==> config.mk <==
export PLATFORM = sky130hd
export DESIGN_NAME = pla_preimage_enum
export DESIGN_NICKNAME = d
export VERILOG_FILES = /design/src/rtl/pla_enum_pkg.sv /design/src/rtl/enum_out_reg.sv /design/src/rtl/pla_preimage_enum.sv
export SDC_FILE = /design/constraint.sdc
export NUM_CORES = 1
export LEC_CHECK = 0
export ABC_AREA = 0
export CAP_MARGIN = 10
export CORE_ASPECT_RATIO = 0.5
export CORE_MARGIN = 5
export CORE_UTILIZATION = 44
export DETAILED_ROUTE_END_ITERATION = 12
export PLACE_DENSITY = 0.81
export SLEW_MARGIN = 20
export SYNTH_ARGS = -nofsm -noshare
export SYNTH_HDL_FRONTEND = slang
export SYNTH_SLANG_ARGS = --single-unit
==> constraint.sdc <==
create_clock -name clk -period 1.8 [get_ports clk]
set_clock_uncertainty 0.05 [all_clocks]
set_input_delay 0.36 -clock clk [delete_from_list [all_inputs] [get_ports clk]]
set_output_delay 0.36 -clock clk [all_outputs]
set_load 0.01 [all_outputs]
==> src/rtl/pla_enum_pkg.sv <==
// Shared types and constants for the PLA preimage enumerator.
package pla_enum_pkg;

  // Default number of function inputs and the last vector of a default sweep.
  localparam int N_IN_DEFAULT = 8;
  localparam int SWEEP_LAST   = 2**N_IN_DEFAULT - 1;

  // Sweep controller states.
  typedef enum logic [1:0] {
    IDLE  = 2'd0,
    SCAN  = 2'd1,
    FLUSH = 2'd2,
    DONE  = 2'd3
  } state_t;

endpackage

==> src/rtl/enum_out_reg.sv <==
// Single-entry valid/ready output register. The owner may load only while
// free is high, so a held beat is never overwritten before it is accepted.
module enum_out_reg #(
  parameter int W = 8
) (
  input  logic         clk,
  input  logic         rst,
  input  logic         clr,
  input  logic         load,
  input  logic [W-1:0] d,
  input  logic         ready,
  output logic         valid,
  output logic [W-1:0] data,
  output logic         free
);

  // Empty, or its beat leaves at this edge.
  assign free = !valid || ready;

  // Hold one beat until the downstream handshake consumes it.
  always_ff @(posedge clk or posedge rst) begin
    // NOTE: every register here, data included, is reset so no stale vector
    // from an aborted sweep can ever be observed after rst.
    if (rst) begin
      valid <= 1'b0;
      data  <= '0;
    end else if (clr) begin
      valid <= 1'b0;
    end else if (load) begin
      valid <= 1'b1;
      data  <= d;
    end else if (valid && ready) begin
      valid <= 1'b0;
    end
  end

endmodule

==> src/rtl/pla_preimage_enum.sv <==
// Sweeps every input vector of an external single-output function and
// streams out the vectors whose result equals the requested target value,
// then pulses done with the number of matches held on count.
module pla_preimage_enum
  import pla_enum_pkg::*;
#(
  parameter int N_IN  = N_IN_DEFAULT,
  parameter int CNT_W = N_IN + 1
) (
  input  logic             clk,
  input  logic             rst,
  input  logic             start,
  input  logic             target,
  output logic [N_IN-1:0]  f_x,
  input  logic             f_y,
  output logic             m_valid,
  input  logic             m_ready,
  output logic [N_IN-1:0]  m_data,
  output logic             busy,
  output logic             done,
  output logic [CNT_W-1:0] count
);

  // Final vector of the sweep: all ones, the sweep stops here without wrapping.
  localparam logic [N_IN-1:0] X_LAST = '1;

  state_t           state, next_state;
  logic [N_IN-1:0]  x_q;
  logic [CNT_W-1:0] count_q;
  logic             target_q;
  logic             done_q;

  logic match, free;
  logic accept, clr, load, advance, finish;

  assign match = (f_y == target_q);

  // State register.
  always_ff @(posedge clk or posedge rst) begin
    // NOTE: sequential state always uses non-blocking assignments so every
    // register sees the pre-edge values of the others.
    if (rst) state <= IDLE;
    else     state <= next_state;
  end

  // Next-state and per-cycle control decode.
  always_comb begin
    // NOTE: every output of this block gets a default first; a missed branch
    // would otherwise infer a latch.
    next_state = state;
    accept     = 1'b0;
    clr        = 1'b0;
    load       = 1'b0;
    advance    = 1'b0;
    finish     = 1'b0;
    unique case (state)
      IDLE, DONE: begin
        if (start) begin
          accept     = 1'b1;
          clr        = 1'b1;
          next_state = SCAN;
        end
      end
      SCAN: begin
        if (match) begin
          // A match waits for room; f_x is re-evaluated next cycle.
          if (free) begin
            load    = 1'b1;
            advance = 1'b1;
          end
        end else begin
          advance = 1'b1;
        end
        if (advance && (x_q == X_LAST)) next_state = FLUSH;
      end
      FLUSH: begin
        // Done only once the final beat has left the output register.
        if (!m_valid || m_ready) begin
          finish     = 1'b1;
          next_state = DONE;
        end
      end
      default: next_state = IDLE;
    endcase
  end

  // Sweep vector, match counter, target latch and done pulse.
  always_ff @(posedge clk or posedge rst) begin
    if (rst) begin
      x_q      <= '0;
      count_q  <= '0;
      target_q <= 1'b0;
      done_q   <= 1'b0;
    end else begin
      done_q <= finish;
      if (accept) begin
        target_q <= target;
        x_q      <= '0;
        count_q  <= '0;
      end else begin
        if (advance && (x_q != X_LAST)) x_q <= x_q + 1'b1;
        if (load) count_q <= count_q + CNT_W'(1);
      end
    end
  end

  enum_out_reg #(.W(N_IN)) u_out (
    .clk   (clk),
    .rst   (rst),
    .clr   (clr),
    .load  (load),
    .d     (x_q),
    .ready (m_ready),
    .valid (m_valid),
    .data  (m_data),
    .free  (free)
  );

  assign f_x   = x_q;
  assign busy  = (state == SCAN) || (state == FLUSH);
  assign done  = done_q;
  assign count = count_q;

endmodule

* Word level (Yosys, flattened, before mapping)
Index checks and enable logic that the tools add are counted.
** Cells by class
- Multiplexer cells :: 20
- Add/subtract/negate cells :: 2
- Reduce and logical (&&, ||, !) cells :: 13
- Bitwise logic cells :: 1
- Equal/unequal tests :: 9
** Operators with widths (number)
- 2-to-1 mux 9 bit :: 2
- 2-to-1 mux 8 bit :: 2
- 2-to-1 mux 1 bit :: 12
- adder 9 x 1 -> 9 bit, second input constant :: 1
- adder 8 x 1 -> 8 bit, second input constant :: 1
- == test 8 bit, second input constant :: 1
- != test 8 bit, second input constant :: 1
- 2-to-1 mux 2 bit :: 3
- != test 2 bit, second input constant :: 3
- case mux 2 bit (3 select lines) :: 1
- == test 2 bit, second input constant :: 2
- nonzero test 2 bit :: 2
- logical AND 1 bit :: 3
- AND reduction 3 bit :: 1
- nonzero test 3 bit :: 1
- == test 2 x 1 -> 1 bit, second input constant :: 1
- zero test 2 bit :: 1
- logical OR 1 bit :: 2
- AND reduction 2 bit :: 1
- OR reduction 2 bit :: 1
- == test 1 bit :: 1
- zero test 1 bit :: 1
- NOT 1 bit :: 1
** Word-level totals
- Output and inout port bits :: 28
- Input bits :: 6
- Flip-flop bits (word level) :: 30
- Word-level logic and storage cells :: 52

* Depth between registers and ports, before layout
Gate-level depths: netlist of the first run.
- Depth after elaboration :: 9
- Depth in mapped cells :: 7
- Gate-level depth less buffers :: 6

* By module
A second synthesis of the first run with hierarchy kept.
** Second synthesis, totals
- Cell total of the unflattened synthesis :: 143
- Area, all modules :: 1536.5 µm²
** Modules (own cells, without submodules)
- pla_preimage_enum :: cells an instance 120, area an instance 1147.4 µm², seq. area each 525.5 µm², times used 1
- enum_out_reg :: cells an instance 23, area an instance 389.1 µm², seq. area each 225.2 µm², times used 1

* Worst setup path after synthesis of the first run
No wires, ideal clock.
- Kind :: register to register
- Start point :: register state[1]
- End point :: register x_q[4], in the netlist f_x[4]
- Clock period less this slack :: 1777 ps
- Slack :: 23 ps
- Stages on the path, launching flop included :: 8
- Setup time :: 78 ps
- Path buffers :: 2
- Required time :: 1672 ps
- Data arrival time :: 1650 ps
- Cell sequence :: dfrtp_1 -> inv_1 -> ha_1 -> clkbuf_1 -> o21ai_0 -> clkbuf_1 -> or4_1 -> a21oi_1
** On the way
- Word-level cells in the longest chain between the ends :: 4
** Ends and longest elaborated chain
- start: declaration :: RTL line pla_preimage_enum.sv:27 : state_t state, next_state;
- start signal: assignment :: RTL line pla_preimage_enum.sv:43 : else state <= next_state;
- == test 2 bit (tied with other cells) :: RTL line pla_preimage_enum.sv:56 : unique case (state)
- OR reduction 2 bit / 2-to-1 mux 1 bit (equally long branches) :: RTL line pla_preimage_enum.sv:56
- 2-to-1 mux 1 bit / logical AND 1 bit (equally long branches) :: RTL line pla_preimage_enum.sv:56, pla_preimage_enum.sv:101
- 2-to-1 mux 8 bit / nonzero test 2 bit (equally long branches)
- end signal: assignment :: RTL line pla_preimage_enum.sv:101 : if (advance && (x_q != X_LAST)) x_q <= x_q + 1'b1;
- end: declaration :: RTL line pla_preimage_enum.sv:28 : logic [N_IN-1:0] x_q;
Several ways; a longest one is shown, not always the timed one.
A chain may end at the register's enable or synchronous reset.

* Worst setup path after layout of the first run
- Start point :: register x_q[0], in the netlist f_x[0]
- End point :: output f_x[0]
** RTL lines
- end: declaration :: RTL line pla_preimage_enum.sv:14 : output logic [N_IN-1:0] f_x,
No word-level cell between the ends.

==> metrics.yaml, run 1 <==
cts-htree-levels: 2
cts_tree: "yes"
endpoint_of_the_worst_register_to_register_path: "state[1]"
largest_net_degree_at_the_start_of_global_routing: 31
critical_path_class: "flop to primary output"
die_area_mm2: 0.00470
design.final.nets: 214
placement_rows: 14
avgSynthCellArea_um2: 10.7
drt_iter0_markers: 97
vias: 1350
drt_pre_antenna_iters: 4
p_int_w: 0.00178
layout_worst_path_cycle_share: 0.964
hold_path_class: "input port to asynchronous set/reset pin"
drt-vias-per-instance: 5.56
clk_transition_reported_paths_ps: 60
post_dr_wirelength_cell_um: 15.8
synth_xor_area_frac: 0.0287
distinct_cells_synth: 33
reported_net_switching_power_w: 0.00102
final_cell_count_without_fillers: 243
share_comb_of_total_power: 0.505
insertedDiodeCount: 0
power_frac_seq: 0.316
postLayoutCoreUtil: 0.695
core_mm2: 0.00312
globalRouteOverflowTotal: 0
synth_top_family_by_area: "simple AND/OR/NAND/NOR gates"
fmaxAchievable_mhz: 576
critical_path.endpoint: "f_x[0]"
p_leak_nw: 1.01
cts.sink_count: 30
grt.total_usage: 0.174
arrival_ps: 1330
crit_path_start_kind: "flop"
maxCapViolations: 0
worstSetupEndpointType: "primary output"
r2r_start: "f_x[0]"
first_global_vias: 1406
cts_made_buffers: 5
crit_required_ps: 1390
die_width_um: 92.1
dp_hpwl_um: 2700
yosys.area_share.adder: 0.0422
fin_total_pwr_w: 0.00280
routed_antenna_nets: 0
unrepaired_setup_endpoints_after_global_routing: "true"
clock_power_share: 0.179
edff_count_synth: 0
power_switching_share: 0.364
synth_largest_type_area_fraction: 0.507
cts_hold_buffers: 0
yosys_register_bits: 30
worst_reg_to_reg_path_cell_count: 7
worst-r2r-setup-slack_ps: 80
postSynth.asyncResetShare: 1.00
max_slew_margin: 0.717
syn2layout_area_growth_pct: 46.3
synth-main-ff-cell: "dfrtp_1"
filler_cells: 226
period_minus_slack_ps: 1740
finalSetupViolCount: 0
antenna_found_initial: 0
finalWeightedCongestion: 0.779
final-hold-violation-count: 0
pin_count: 34
synth_area_leader_cell: "dfrtp_1"
power_density_mw_per_mm2: 1290
clock_path_buffers: 2
synthesis.nets: 150
initial_utilization: 0.475
timing.critical_path.from: "f_x[0]"
synth_sequential_area_ratio: 0.507
synth_simple_gate_area_share: 0.187
port_buffers: 33
post_synth_main_area_contributors: "dfrtp_1 (51%), mux2_2 (6.1%), ha_1 (4.2%), a21oi_1 (3.4%), mux2i_1 (2.7%)"
yosys_warnings: 0
final.setup.tns_ps: 0
netlist_area_mm2: 0.00148
post_synthesis_cells: 139
outcome: "finished, final reports clean"
synth_mux_area_frac: 0.0878
fin_hold_ws_ps: 403
drive_above_1_share: 0.246
worst_skew_pair.late_latency_ps: 280
dp_cells: 235
grt_first_pass_wirelength_um: 6510
max_slew.worst_pin.slew_ps: 419
final_max_slew_viol_count: 0
vdd_ir_drop_max_uv: 917
synth_compound_area_frac: 0.120
critical_path_peak_fanout: 6
wl_um: 3850
route.detailed.drc: 0
die_h_um: 51.0
ctsRootBufferMaster: "clkbuf_8"
synth_stat cells (2+ instances only):
library cell   n
a21oi_1       10
and2_1         3
and3_1         2
clkbuf_1       4
dfrtp_1       30
ha_1           5
inv_1          4
mux2_2         8
mux2i_1        4
nand2_1       10
nand2b_1       3
nand3_1        8
nand4_1        6
nor2_1         7
o21ai_0        6
o31ai_1        3
o41ai_1        2
or3_1          4
or4_1          4
xor2_1         3
worst min-delay path by stage:
| stage | startpoint | end | slack [ps] |
|---|---|---|---|
| floorplan | rst | count[0] | 400 |
| global placement | u_out.data[1] | u_out.data[1] | 440 |
| detailed placement | u_out.data[5] | u_out.data[5] | 440 |
| CTS | rst | f_x[2] | 420 |
| global route | rst | u_out.data[1] | 450 |
| finish | rst | done | 400 |
layout by cell type (no fill, tap or decap), drive strengths merged:
cell type,synthesis,layout
a31oi,1,1
nor2,7,7
nand3,8,8
nand2b,3,3
o31ai,3,3
a311oi,1,1
o21a,1,1
ha,5,5
a41o,1,1
buf,1,29
a21oi,10,10
nand4b,1,1
dlymetal6s2s,0,2
and3,2,2
clkbuf,4,8
or4,4,4
inv,4,4
xor2,3,3
and2,4,4
xnor2,1,1
mux2i,4,4
o211ai,1,1
o311ai,1,1
o2bb2ai,1,1
mux2,8,8
nand4,6,6
nor4,1,1
o21ai,6,6
clkdlybuf4s50,0,30
or3,4,4
dfrtp,30,30
o41ai,2,2
nor2b,1,1
nand2,10,10
critical path, cell delays in order, from the launching register on:
cell and delay (ps):
dfrtp_1 370, buf_4 150, clkdlybuf4s50_1 540
cell type report:
type	instances	area (um^2)	area share
clock buffer	7	76.3	0.0352
inverter	4	15.0	0.00693
multi-input combinational	100	719	0.332
sequential	30	751	0.346
tap	40	50.0	0.0231
timing repair buffer	62	556	0.256
sequential cells by signal, summed over array words and instances (netlist names):
name,flops
u_out.valid,1
target_q,1
f_x,8
done,1
state,2
u_out.data,8
count,9
routing by layer:
layer	GRT usage	share of wire	up-vias	wire length (um)
li1	-	-	640	-
met1	0.218	0.44	661	1690
met2	0.296	0.50	45	1900
met3	0.0396	0.053	4	204
met4	0.0714	0.012	0	47
met5	0	0	-	0
timing repair:
| action | CTS | global route |
|---|---|---|
| gates resized for setup | 2 | 12 |
| setup buffers | 0 | 1 |
| setup endpoints to repair | 5 | 9 |
| pin swaps | 0 | 5 |
power groups by stage:
stage	Combinational (W)	Clock, W	Sequential, W
6_report	0.00142	0.000502	0.000887
4_1_cts	0.00135	0.000510	0.000886
3_5_place_dp	0.00135	0	0.000896
3_3_place_gp	0.00131	0	0.000892
2_1_floorplan	0.000606	0	0.000953
5_1_grt	0.00154	0.000551	0.000907
cell families after synthesis:
kind of cell    after synthesis
mux                          12
fa+ha+maj                     5
compound gates               28
xor+xnor                      4
flops                        30
simple gates                 51
buf+inv                       9
metrics by stage:
step	instance area, um^2	worst slack, ps
global placement	2050	-174
floorplan	1480	22.8
finish	2170	64.7
detailed placement	2050	-218
CTS	2120	6.37
global route	2170	-12.3
Note: power is estimated with default switching activity, not from simulation.
==> inputs of run 2 (changes only) <==
--- a/config.mk
+++ b/config.mk
@@ -5,7 +5,6 @@
 export SDC_FILE = /design/constraint.sdc
 export NUM_CORES = 1
 export LEC_CHECK = 0
-export ABC_AREA = 0
 export CAP_MARGIN = 10
 export CORE_ASPECT_RATIO = 0.5
 export CORE_MARGIN = 5
==> constraint.sdc (replaced) <==
create_clock -name clk -period 1.5 [get_ports clk]
set_clock_uncertainty 0.05 [all_clocks]
set_input_delay 0.3 -clock clk [delete_from_list [all_inputs] [get_ports clk]]
set_output_delay 0.3 -clock clk [all_outputs]
set_load 0.01 [all_outputs]
==> metrics.yaml, run 2 (same netlist as run 1, synthesis figures left out) <==
outcome: "finished with violations"
violated_checks: "negative setup slack"
globalRouteOverflowTotal: 0
filler_cells: 177
most_common_cell_after_layout_fill_and_taps_aside: "buf_4"
critical_path_peak_fanout: 6
insertedDiodeCount: 0
grt_first_pass_wirelength_um: 7130
layout_worst_path_cycle_share: 1.11
drt-vias-per-instance: 5.66
fmaxAchievable_mhz: 600
drive_above_1_share: 0.438
cts.sink_count: 30
largest_net_degree_at_the_start_of_global_routing: 31
max_slew_margin: 0.736
syn2layout_area_growth_pct: 71.8
worstSetupEndpointType: "flop"
die_h_um: 51.0
die_area_mm2: 0.00470
cts-htree-levels: 2
cts_tree: "yes"
period_minus_slack_ps: 1670
wl_um: 4560
port_buffers: 33
p_leak_nw: 1.26
unrepaired_setup_endpoints_after_global_routing: "true"
commonest_cells_after_routing_fill_and_taps_aside: "buf_4 (30), dfrtp_1 (25), dlygate4sd2_1 (24), buf_6 (14), nand2_1 (9)"
hold_path_class: "input port to asynchronous set/reset pin"
antenna_found_initial: 0
initial_utilization: 0.475
vias: 1467
route.detailed.drc: 0
crit_required_ps: 1650
critical_path_class: "input port to flop"
drt_pre_antenna_iters: 4
die_width_um: 92.1
pin_count: 34
worst_slack_ps: -168
vdd_ir_drop_max_uv: 1170
dp_hpwl_um: 2800
routed_antenna_nets: 0
clock_path_buffers: 2
arrival_ps: 1820
max_slew.worst_pin.slew_ps: 396
fin_hold_ws_ps: 297
finalWeightedCongestion: 0.843
finalSetupViolCount: 24
drt_iter0_markers: 69
grt.total_usage: 0.193
first_global_vias: 1501
core_mm2: 0.00312
placement_rows: 14
final-hold-violation-count: 0
crit_path_start_kind: "input port"
worst_skew_pair.late_latency_ps: 280
ctsRootBufferMaster: "clkbuf_8"
maxCapViolations: 0
clk_transition_reported_paths_ps: 60
largest_reg_flops: 9
final.setup.tns_ps: -2570
cts_made_buffers: 5
final_max_slew_viol_count: 0
post_dr_wirelength_cell_um: 17.6
power_density_mw_per_mm2: 1640
design.final.nets: 229
run 2: changes by cell type in the layout (fill, tap and decap cells not counted), sizes merged:
cell	before	now
clkdlybuf4s50	30	4
clkdlybuf4s15	0	3
dlymetal6s2s	2	1
dlygate4sd2	0	24
clkinv	0	1
clkbuf	8	7
buf	29	45
run 2: repair_timing:
action                                  CTS  global route
setup buffers                            10             4
hold buffers                              0             0
pin swaps                                16            12
endpoints found under the setup margin   49            31
gates resized for setup                  65            19
run 2: final cells by class:
cell class | count | area (um^2) | share of cell area
clock buffer | 7 | 86.3 | 0.0339
clock inverter | 1 | 5.00 | 0.00197
inverter | 4 | 15.0 | 0.00590
multi-input combinational | 100 | 936 | 0.368
sequential | 30 | 757 | 0.297
tap | 40 | 50.0 | 0.0197
timing repair buffer | 77 | 696 | 0.273
run 2: power breakdown:
part | switching (W) | internal, W
clock | 0.000306 | 0.000370
combinational | 0.00112 | 0.00125
sequential | 0.000142 | 0.000975
total | 0.00157 | 0.00260
run 2: stage by stage:
stage | utilization | instance area [um^2] | total power, W | setup slack, ps | std cells
floorplan | - | 1600 | 0.00211 | -102 | 139
global placement | 0.697 | 2170 | 0.00285 | -448 | 238
detailed placement | 0.697 | 2170 | 0.00293 | -524 | 238
CTS | 0.789 | 2460 | 0.00394 | -116 | 256
global route | 0.816 | 2540 | 0.00438 | -238 | 259
finish | 0.816 | 2540 | 0.00416 | -168 | 259
run 2: critical path: stages:
cell and delay (ps):
clkdlybuf4s50_1 490, nand2b_2 210, nand4_1 230, or4_1 450, a21oi_1 140
run 2: final timing paths:
path                       depth (start not counted)           from            end  slack (ps)
setup / recovery                                   5        m_ready       count[8]        -170
hold / removal                                     3            rst  u_out.data[7]         300
hold reg to reg                                    1  u_out.data[3]  u_out.data[3]         450
min in group clk                                   1  u_out.data[3]  u_out.data[3]         450
max in group asynchronous                          3            rst         f_x[2]         910
setup reg to reg                                   7       state[0]  u_out.data[5]        -160
run 2: per-layer routing:
metal	GRT usage	wire, um
met3	0.0484	215
met4	0.0739	57
met5	0	0
met2	0.342	2350
met1	0.233	1930
